[config.mk]
export PLATFORM = sky130hd
export DESIGN_NAME = ecall_service_sequencer
export DESIGN_NICKNAME = d
export VERILOG_FILES = /design/src/rtl/ecall_service_sequencer.sv
export SDC_FILE = /design/constraint.sdc
export NUM_CORES = 1
export LEC_CHECK = 0
export CAP_MARGIN = 20
export CELL_PAD_IN_SITES_DETAIL_PLACEMENT = 0
export CELL_PAD_IN_SITES_GLOBAL_PLACEMENT = 1
export CORE_MARGIN = 2
export CORE_UTILIZATION = 33
export DETAILED_ROUTE_END_ITERATION = 16
export PLACE_DENSITY_LB_ADDON = 0.2
export SYNTH_ARGS = -nofsm -noshare
export SYNTH_HDL_FRONTEND = slang
export SYNTH_SLANG_ARGS = --single-unit
[constraint.sdc]
create_clock -name clk -period 3.3 [get_ports clk]
set_input_delay 0.495 -clock clk [delete_from_list [all_inputs] [get_ports clk]]
set_output_delay 0.495 -clock clk [all_outputs]
set_load 0.1 [all_outputs]
[src/rtl/ecall_service_sequencer.sv]
// ecall_service_sequencer: stalls the core and sequences one ECALL service (print, read, exit)
module ecall_service_sequencer #(
  parameter int          DISP_HOLD = 4,
  parameter logic [31:0] SVC_PRINT = 32'd1,
  parameter logic [31:0] SVC_READ  = 32'd5,
  parameter logic [31:0] SVC_EXIT  = 32'd10
) (
  input  logic        clk,
  input  logic        rst,
  input  logic        ecall,
  input  logic [31:0] a7_value,
  input  logic [31:0] a0_value,
  input  logic [31:0] in_data,
  input  logic        in_valid,
  output logic        stall,
  output logic        in_ready,
  output logic [31:0] disp_data,
  output logic        disp_valid,
  output logic        reg_wr_en,
  output logic [4:0]  reg_wr_sel,
  output logic [31:0] reg_wr_data,
  output logic        halted,
  output logic        err_svc,
  output logic [15:0] svc_count
);
  typedef enum logic [2:0] {IDLE, PRINT, READ_WAIT, READ_WB, HALT, RELEASE} state_t;
  state_t state, next;
  logic [15:0] hold;
  logic skip_count;
  logic take, is_print, is_read, is_exit, is_bad;
  assign take = state == IDLE && ecall;
  assign is_print = a7_value == SVC_PRINT;
  assign is_read = a7_value == SVC_READ;
  assign is_exit = a7_value == SVC_EXIT;
  assign is_bad = !is_print && !is_read && !is_exit;
  assign stall = take || (state != IDLE && state != RELEASE);
  assign in_ready = state == READ_WAIT;
  assign reg_wr_en = state == READ_WB;
  assign reg_wr_sel = 5'd10;
  assign halted = state == HALT;
  // state register; reset aborts any service in flight
  always_ff @(posedge clk)
    state <= rst ? IDLE : next;
  // next-state: dispatch on a7 from IDLE, RELEASE always returns to IDLE ignoring ecall
  always_comb begin
    next = state;
    case (state)
      IDLE:      if (ecall) next = is_print ? PRINT : is_read ? READ_WAIT : is_exit ? HALT : RELEASE;
      PRINT:     if (hold == 16'd0) next = RELEASE;
      READ_WAIT: if (in_valid) next = READ_WB;
      READ_WB:   next = RELEASE;
      RELEASE:   next = IDLE;
      default:   next = state;
    endcase
  end
  // datapath: display latch, hold counter, read capture, error flag and service count
  always_ff @(posedge clk) begin
    if (rst) begin
      disp_data <= 32'd0;
      disp_valid <= 1'b0;
      reg_wr_data <= 32'd0;
      hold <= 16'd0;
      err_svc <= 1'b0;
      skip_count <= 1'b0;
      svc_count <= 16'd0;
    end else begin
      disp_valid <= take && is_print;
      if (take && is_print) begin
        disp_data <= a0_value;
        hold <= 16'(DISP_HOLD - 1);
      end else if (state == PRINT && hold != 16'd0)
        hold <= hold - 16'd1;
      if (state == READ_WAIT && in_valid)
        reg_wr_data <= in_data;
      if (take && is_bad)
        err_svc <= 1'b1;
      if (take)
        skip_count <= is_bad;
      if ((state == RELEASE && !skip_count) || (take && is_exit))
        svc_count <= svc_count + 16'd1;
    end
  end
endmodule
== Yosys cells after proc, flatten, opt, wreduce, memory -nomap -nowiden ==
Index checks and enable logic that the tools add are counted.

* Register bits: 102
* Input bits: 100
* Output and inout bits: 91
* Word-level logic and storage cells: 56

* $add $sub $neg: 2
* Equal/unequal tests: 12
* Mux-type cells: 9
* Reduce and logical (&&, ||, !) cells: 24

{| class="wikitable"
|+ Operators with widths
! kind !! number
|-
| $eq 32x1->1 const B || 1
|-
| $eq 32x3->1 const B || 1
|-
| $eq 32x4->1 const B || 1
|-
| $add 16x1->16 const B || 1
|-
| $logic_not 16->1 || 1
|-
| $reduce_bool 16->1 || 1
|-
| $sub 16x1->16 const B || 1
|-
| $mux 3 || 5
|-
| $pmux 3 s5 || 1
|-
| $logic_and 1x1->1 || 10
|-
| $eq 3x2->1 const B || 2
|-
| $eq 3x3->1 const B || 2
|-
| $ne 2x2->1 const B || 3
|-
| $reduce_bool 5->1 || 1
|-
| $logic_not 1->1 || 4
|-
| $mux 2 || 2
|-
| $reduce_and 4->1 || 1
|-
| $eq 3x1->1 const B || 1
|-
| $logic_not 3->1 || 1
|-
| $ne 3x3->1 const B || 1
|-
| $reduce_bool 3->1 || 1
|-
| $logic_or 1x1->1 || 2
|-
| $reduce_bool 2->1 || 1
|-
| $reduce_or 2->1 || 1
|-
| $mux 1 || 1
|}

== Longest topological paths before layout ==
Gate-level depths: netlist (run 1).

* Depth after elaboration: 6
* Depth in mapped cells: 8

== Least setup slack after synthesis (run 1) ==
No wires, ideal clock.

* Kind: register to register
* Start: register state[1]
* End: register reg_wr_data[10]
* Library setup time: 0.132 ns
* Data arrival time: 3.556 ns
* Required time: 3.168 ns
* Path slack: -0.388 ns
* Stages on the path, launching flop included: 8
* Path buffers: 2
* Cell sequence: dfxtp_1 -> buf_4 -> inv_1 -> nor3_1 -> nand2_1 -> clkbuf_1 -> nand2_1 -> a21oi_1

* Longest elaborated chain between the ends: 2

{| class="wikitable"
|+ RTL lines
! item !! line !! RTL
|-
| from (decl) || 27 || <nowiki>state_t state, next;</nowiki>
|-
| from (signal assigned) || 43 || <nowiki>state <= rst ? IDLE : next;</nowiki>
|-
| $eq 3x2->1 || -- ||
|-
| net in_ready || 16 || <nowiki>output logic in_ready,</nowiki>
|-
| $logic_and 1x1->1 || 73 || <nowiki>if (state == READ_WAIT && in_valid)</nowiki>
|-
| to (signal assigned) || 74 || <nowiki>reg_wr_data <= in_data;</nowiki>
|-
| to (decl) || 21 || <nowiki>output logic [31:0] reg_wr_data,</nowiki>
|}

The timed path passes the listed nets, and every way through them passes these cells.
A chain may end at the register's enable or synchronous reset.

== Worst setup path after layout (run 1) ==
* Start: register svc_count[10]
* End: output svc_count[10]

{| class="wikitable"
|+ RTL lines
! item !! line !! RTL
|-
| from (decl) || 24 || <nowiki>output logic [15:0] svc_count</nowiki>
|-
| from (signal assigned) || 80 || <nowiki>svc_count <= svc_count + 16'd1;</nowiki>
|}

No word-level cell between the ends.

==> results.toml, run 1 <==
[run_status]
status = "completed"

[worst_setup_path]
path_buf_inv = 1
cp-end-kind = "primary output"
rrSetupSlack_ns = 1.04
r2r-end = "reg_wr_data[0]"
critPathArrivalTime_ns = 1.91
cp_data_required_time_ns = 2.80
reg2reg_depth = 5
cpLargestDelayFamily = "buffers and inverters"
critical_path_class = "reg -> out"
critPathSlowestCell = "clkdlybuf4s50_1"
critPathLaunchType = "flip-flop"
r2r-start = "state[1]"
critPathMaxFanout = 5
slowest_delay_ns = 1.17
path_cells = "clkdlybuf4s50_1"

[global_routing]
grt_pass1_vias = 3855
grtUsageMet3_pct = 4.50
grt_pass1_wl_mm = 19.0
grt_use_met1_pct = 20.6
grt_max_degree = 36
grt_use_met2_pct = 27.4
top_usage_layer = "met2"
track_usage_pct = 16.6
antenna_found_initial = 0
gr-total-overflow = 0

[synthesis]
synthArstFlopShare_pct = 0
synth-main-ff-cell = "dfxtp_1"
ys_top_cells_by_count = "102 x dfxtp_1, 78 x nand2_1, 45 x a21oi_1"
synth_cells = 486
synthTopCellsByArea = "dfxtp_1 47%, nand2_1 6.7%, a22o_1 6.4%, a21oi_1 5.1%, nor2_1 3.2%"
avgSynthCellArea_um2 = 9.01
yosysWarnings = 0
synth_top_area_share_pct = 46.6
yosysUniqueCellTypes = 56
ys_seq_area_share_pct = 46.6
ys_seq_elements = 102
syn-cell-area_um2 = 4380
yosys.area.top_type = "dfxtp_1"
synth_enable_flop_cells = 0
yosysMostFrequentCell = "dfxtp_1"

[die]
ios = 191
coreArea_um2 = 13100
die-area_um2 = 14200
die_w_um = 119
dieHeight_um = 119
start_util_pct = 33.5
num_rows = 42

[cells_and_area]
diodes = 0
area_delta_synth_final_pct = 50.6
nets = 760
fillerInstances = 1234
multiInputGateArea_um2 = 2140
register_area_um2 = 2040
drive_above_1_share_pct = 10.7

[hold_path]
hold_start = "err_svc"
hold_path_depth = 2
hold_path_class = "reg -> reg"
hold_end = "err_svc"

[route]
first_pass_iters = 4
avgRoutedWirePerCell_um = 14.3
vias = 4057
drt_iter0_markers = 145
routed_via_density = 4.84
routed_wl_mm = 12.0
drc = 0
drtAntennaViolNets = 0

[timing]
fin_ws_ns = 0.893
finClkSkew_ns = 0.00831
finalCritPeriodShare_pct = 72.9
drv_slew = 0
relSlewSlack_pct = 28.4
timing.final.hold_violations = 0
tightest_slew_ns = 1.07
setup_viol = 0
rsz0062_at_grt = "false"
final.setup.tns_ns = 0
fin_crit_ns = 2.41
fmax_ghz = 0.415

[cts]
cts_root_buffer = "clkbuf_16"
clk_pin_slew_worst_paths_ns = 0.06
cts_buffer_depth = 2
tritoncts = "yes"
cts_inserted_buffers = 9
insertion_delay_ns = 0.35
holdBufCountCts = 0
post_cts_buffers = 0
cts-resized-gates = 0
htreeDepth = 3
cts.sinks = 102

[placed_design]
place_hpwl_mm = 8.80
gp_congestion = 0.823
place_ws_ns = 0.560
port_buffers = 185

[pwr]
powerDensity_nw_per_um2 = 639
p_leak_nw = 2.36
ir_drop_v = 0.000304

[run]
cap_viol_max_count = 0
-- layout make-up --
type / count / share of cell area (%)
clock buffer: 12 / 3.74
clock inverter: 3 / 1.04
sequential: 102 / 31.0
tap: 176 / 3.34
multi-input combinational: 345 / 32.4
timing repair buffer: 190 / 27.9
inverter: 10 / 0.569
-- metrics by stage --
| stage | hold slack (ns) | total power [W] | cell area, um^2 | std cells | utilization (%) |
|---|---|---|---|---|---|
| after global placement | 0.438 | 0.00310 | 6280 | 823 | 48.0 |
| after CTS | 0.456 | 0.00426 | 6590 | 838 | 50.4 |
| after global routing | 0.472 | 0.00445 | 6590 | 838 | 50.4 |
| after detailed placement | 0.446 | 0.00311 | 6280 | 823 | 48.0 |
| after floorplan | 0.450 | 0.00272 | 4400 | 489 | - |
| final | 0.451 | 0.00422 | 6590 | 838 | 50.4 |
-- cell families (layout without fill, tap and decap cells) --
logic type | Yosys count | after routing | share of synthesized area (%)
other | 2 | 5 | 0.171
AOI/OAI and AO/OA | 110 | 110 | 16.7
muxes | 10 | 10 | 2.51
adders and majority gates | 2 | 2 | 0.571
and+or+nand+nor | 204 | 204 | 25.7
DFF | 102 | 102 | 46.6
buffers and inverters | 42 | 215 | 4.94
xor gates and xnor gates | 14 | 14 | 2.80
-- where the power goes --
part	total, W	switching, W	internal [W]
Sequential	0.00150	0.000149	0.00135
Clock	0.00114	0.000452	0.000683
Combinational	0.00158	0.00101	0.000569
Total	0.00422	0.00162	0.00260
-- per-layer routing --
| metal | up-vias | wire length (um) | part of all wire [%] |
|---|---|---|---|
| met1 | 1891 | 5270 | 44 |
| met4 | 0 | 225 | 1.9 |
| met2 | 95 | 5860 | 49 |
| met5 | - | 0 | 0 |
| li1 | 2052 | - | - |
| met3 | 19 | 622 | 5.2 |
-- sequential cells by signal, indices dropped and copies added (netlist names) --
| name | flops |
|---|---|
| disp_data | 32 |
| disp_valid | 1 |
| err_svc | 1 |
| hold | 16 |
| reg_wr_data | 32 |
| skip_count | 1 |
| state | 3 |
| svc_count | 16 |
-- layout by cell type, fill, tap and decap left out, types with 3 or more instances in the layout --
cell             instances
clkdlybuf4s50_1        166
dfxtp_1                102
nand2_1                 78
a21oi_1                 45
nor2_1                  36
a22o_1                  32
buf_4                   23
nand4_1                 14
nand3_1                 13
xor2_1                  12
inv_1                    9
nor4_2                   9
clkbuf_16                9
o21ai_0                  8
nor2b_1                  7
o22ai_1                  7
mux2_2                   7
and3_1                   6
conb_1                   5
nor3_1                   4
and2_1                   4
nand4b_1                 4
nand2b_1                 3
or3_1                    3
nor3b_1                  3
-- how the worst max path moves through the flow --
stage	from	end	slack, ns	cells after the start
3_3_place_gp	a7_value[20]	disp_data[14]	0.64	7
2_1_floorplan	state[1]	reg_wr_en	0.14	3
4_1_cts	svc_count[10]	svc_count[10]	0.88	1
5_1_grt	a7_value[19]	disp_data[30]	0.77	7
6_report	svc_count[10]	svc_count[10]	0.89	1
3_5_place_dp	a7_value[19]	disp_data[31]	0.56	7
Note: power is estimated with default switching activity, not from simulation.
==> run 2, diff against run 1 <==
- CORE_UTILIZATION: 33 -> 27
- clock period: 3.3 -> 1.95 ns (I/O delays scaled with it)
==> run 2 against run 1 <==
Against the previous run:
- final cell count increased by 9.1%
- power rose by 82%
- critical path depth up 6
- utilization fell by 6.0 points
- clock-buffer cell count is 2 lower
- clock power is 64% higher
- sequential cell count did not move
- sequential share of layout area down 1.5 points
- sequential power increased by 65%
==> results.toml, run 2 (synthesized netlist as in run 1, its figures left out) <==
[worst_setup_path]
reg2reg_depth = 7
rrSetupSlack_ns = 0.03
critPathLaunchType = "flip-flop"
critPathArrivalTime_ns = 2.16
r2r-start = "state[1]"
critPathMaxFanout = 24
cp-end-kind = "flip-flop"
r2r-end = "disp_data[9]"
critical_path_class = "reg -> reg"
cp_data_required_time_ns = 2.19

[hold_path]
hold_path_depth = 2
hold_path_class = "reg -> reg"
hold_start = "err_svc"
hold_end = "err_svc"

[cts]
cts_root_buffer = "clkbuf_16"
cts_buffer_depth = 2
clk_pin_slew_worst_paths_ns = 0.07
cts.sinks = 102
tritoncts = "yes"
insertion_delay_ns = 0.35
htreeDepth = 3
cts_inserted_buffers = 9

[route]
avgRoutedWirePerCell_um = 14.4
routed_wl_mm = 13.2
drtAntennaViolNets = 0
routed_via_density = 4.65
drt_iter0_markers = 116
first_pass_iters = 4
vias = 4250
drc = 0

[global_routing]
top_usage_layer = "met2"
grt_max_degree = 45
track_usage_pct = 14.8
grt_use_met1_pct = 18.7
gr-total-overflow = 0
grt_pass1_vias = 4056
antenna_found_initial = 0
grt_pass1_wl_mm = 20.9
grt_use_met2_pct = 24.7
grtUsageMet3_pct = 3.32

[run_status]
status = "completed"

[die]
num_rows = 46
die-area_um2 = 17300
dieHeight_um = 131
start_util_pct = 27.6
ios = 191
coreArea_um2 = 15900
die_w_um = 131

[placed_design]
place_hpwl_mm = 9.54
dp_cells = 888
gp_congestion = 0.790
port_buffers = 185

[pwr]
power.total_w = 0.00767
powerDensity_nw_per_um2 = 1090
p_leak_nw = 2.79
ir_drop_v = 0.000481

[timing]
fin_crit_ns = 1.92
finalCritPeriodShare_pct = 98.4
drv_slew = 0
timing.final.hold_violations = 0
setup_viol = 0
tightest_slew_ns = 0.617
rsz0062_at_grt = "true"
relSlewSlack_pct = 58.7
fmax_ghz = 0.521
finClkSkew_ns = 0.00633

[run]
cap_viol_max_count = 0

[cells_and_area]
area_delta_synth_final_pct = 61.1
drive_above_1_share_pct = 29.9
nets = 795
fin_cells = 914
layout.cells.most_common = "buf_4"
layout_common_cells = "114 x buf_4, 96 x clkdlybuf4s50_1, 85 x dfxtp_1"
reg_top3 = "disp_data (32), reg_wr_data (32)"
diodes = 0
==> run 2: worst max-delay path by stage <==
stage	from	slack (ns)	endpoint
2_1_floorplan	state[1]	-0.25	reg_wr_data[0]
3_3_place_gp	a7_value[13]	-0.41	disp_data[29]
3_5_place_dp	a7_value[13]	-0.41	disp_data[9]
4_1_cts	a7_value[13]	0.009	svc_count[7]
5_1_grt	state[1]	-0.08	disp_data[20]
6_report	state[1]	0.03	disp_data[9]
==> run 2: cell type report <==
type	count	area [um^2]
clock buffers	10	239
fillers	1580	8830
inverters	10	41.3
clock inverters	6	68.8
well taps	216	270
repair buffers	225	2090
flip-flops and latches	102	2080
multi-input cells	345	2270
==> run 2: worst max-delay path, stage by stage (launching register included) <==
cell and delay, ns:
dfxtp_4 0.36, nor4b_4 0.35, nand2b_1 0.14, buf_6 0.14, nor4_4 0.32, nor2_4 0.09
buf_12 0.17, a22o_1 0.24
==> run 2: metrics by stage <==
step	hold WS [ns]	setup TNS (ns)	util, %	setup WS [ns]	instance area [um^2]
final	0.446	0	44.4	0.0313	7050
after global routing	0.473	-2.03	44.4	-0.0840	7050
after CTS	0.437	0	43.2	0.00937	6860
after detailed placement	0.439	-22.64	40.9	-0.407	6500
after global placement	0.441	-23.35	40.9	-0.413	6500
after floorplan	0.418	-8.18	-	-0.253	4480
==> run 2: report_power, final <==
group | total [W] | switching, W | internal (W)
Sequential | 0.00248 | 0.000187 | 0.00229
Combinational | 0.00332 | 0.00199 | 0.00134
Clock | 0.00187 | 0.000826 | 0.00104
Total | 0.00767 | 0.00300 | 0.00466
==> run 2: routing by layer <==
layer | vias to the layer above | wire, um
li1 | 2140 | -
met4 | 0 | 138
met1 | 1997 | 5770
met3 | 11 | 636
met2 | 102 | 6610
met5 | - | 0
==> run 2: what timing repair did <==
action,4_1_cts,5_1_grt
resized for setup,2,26
setup endpoints to repair,33,60
hold buffers,0,0
pin swaps,1,19
cloned,1,1
setup buffers,2,6
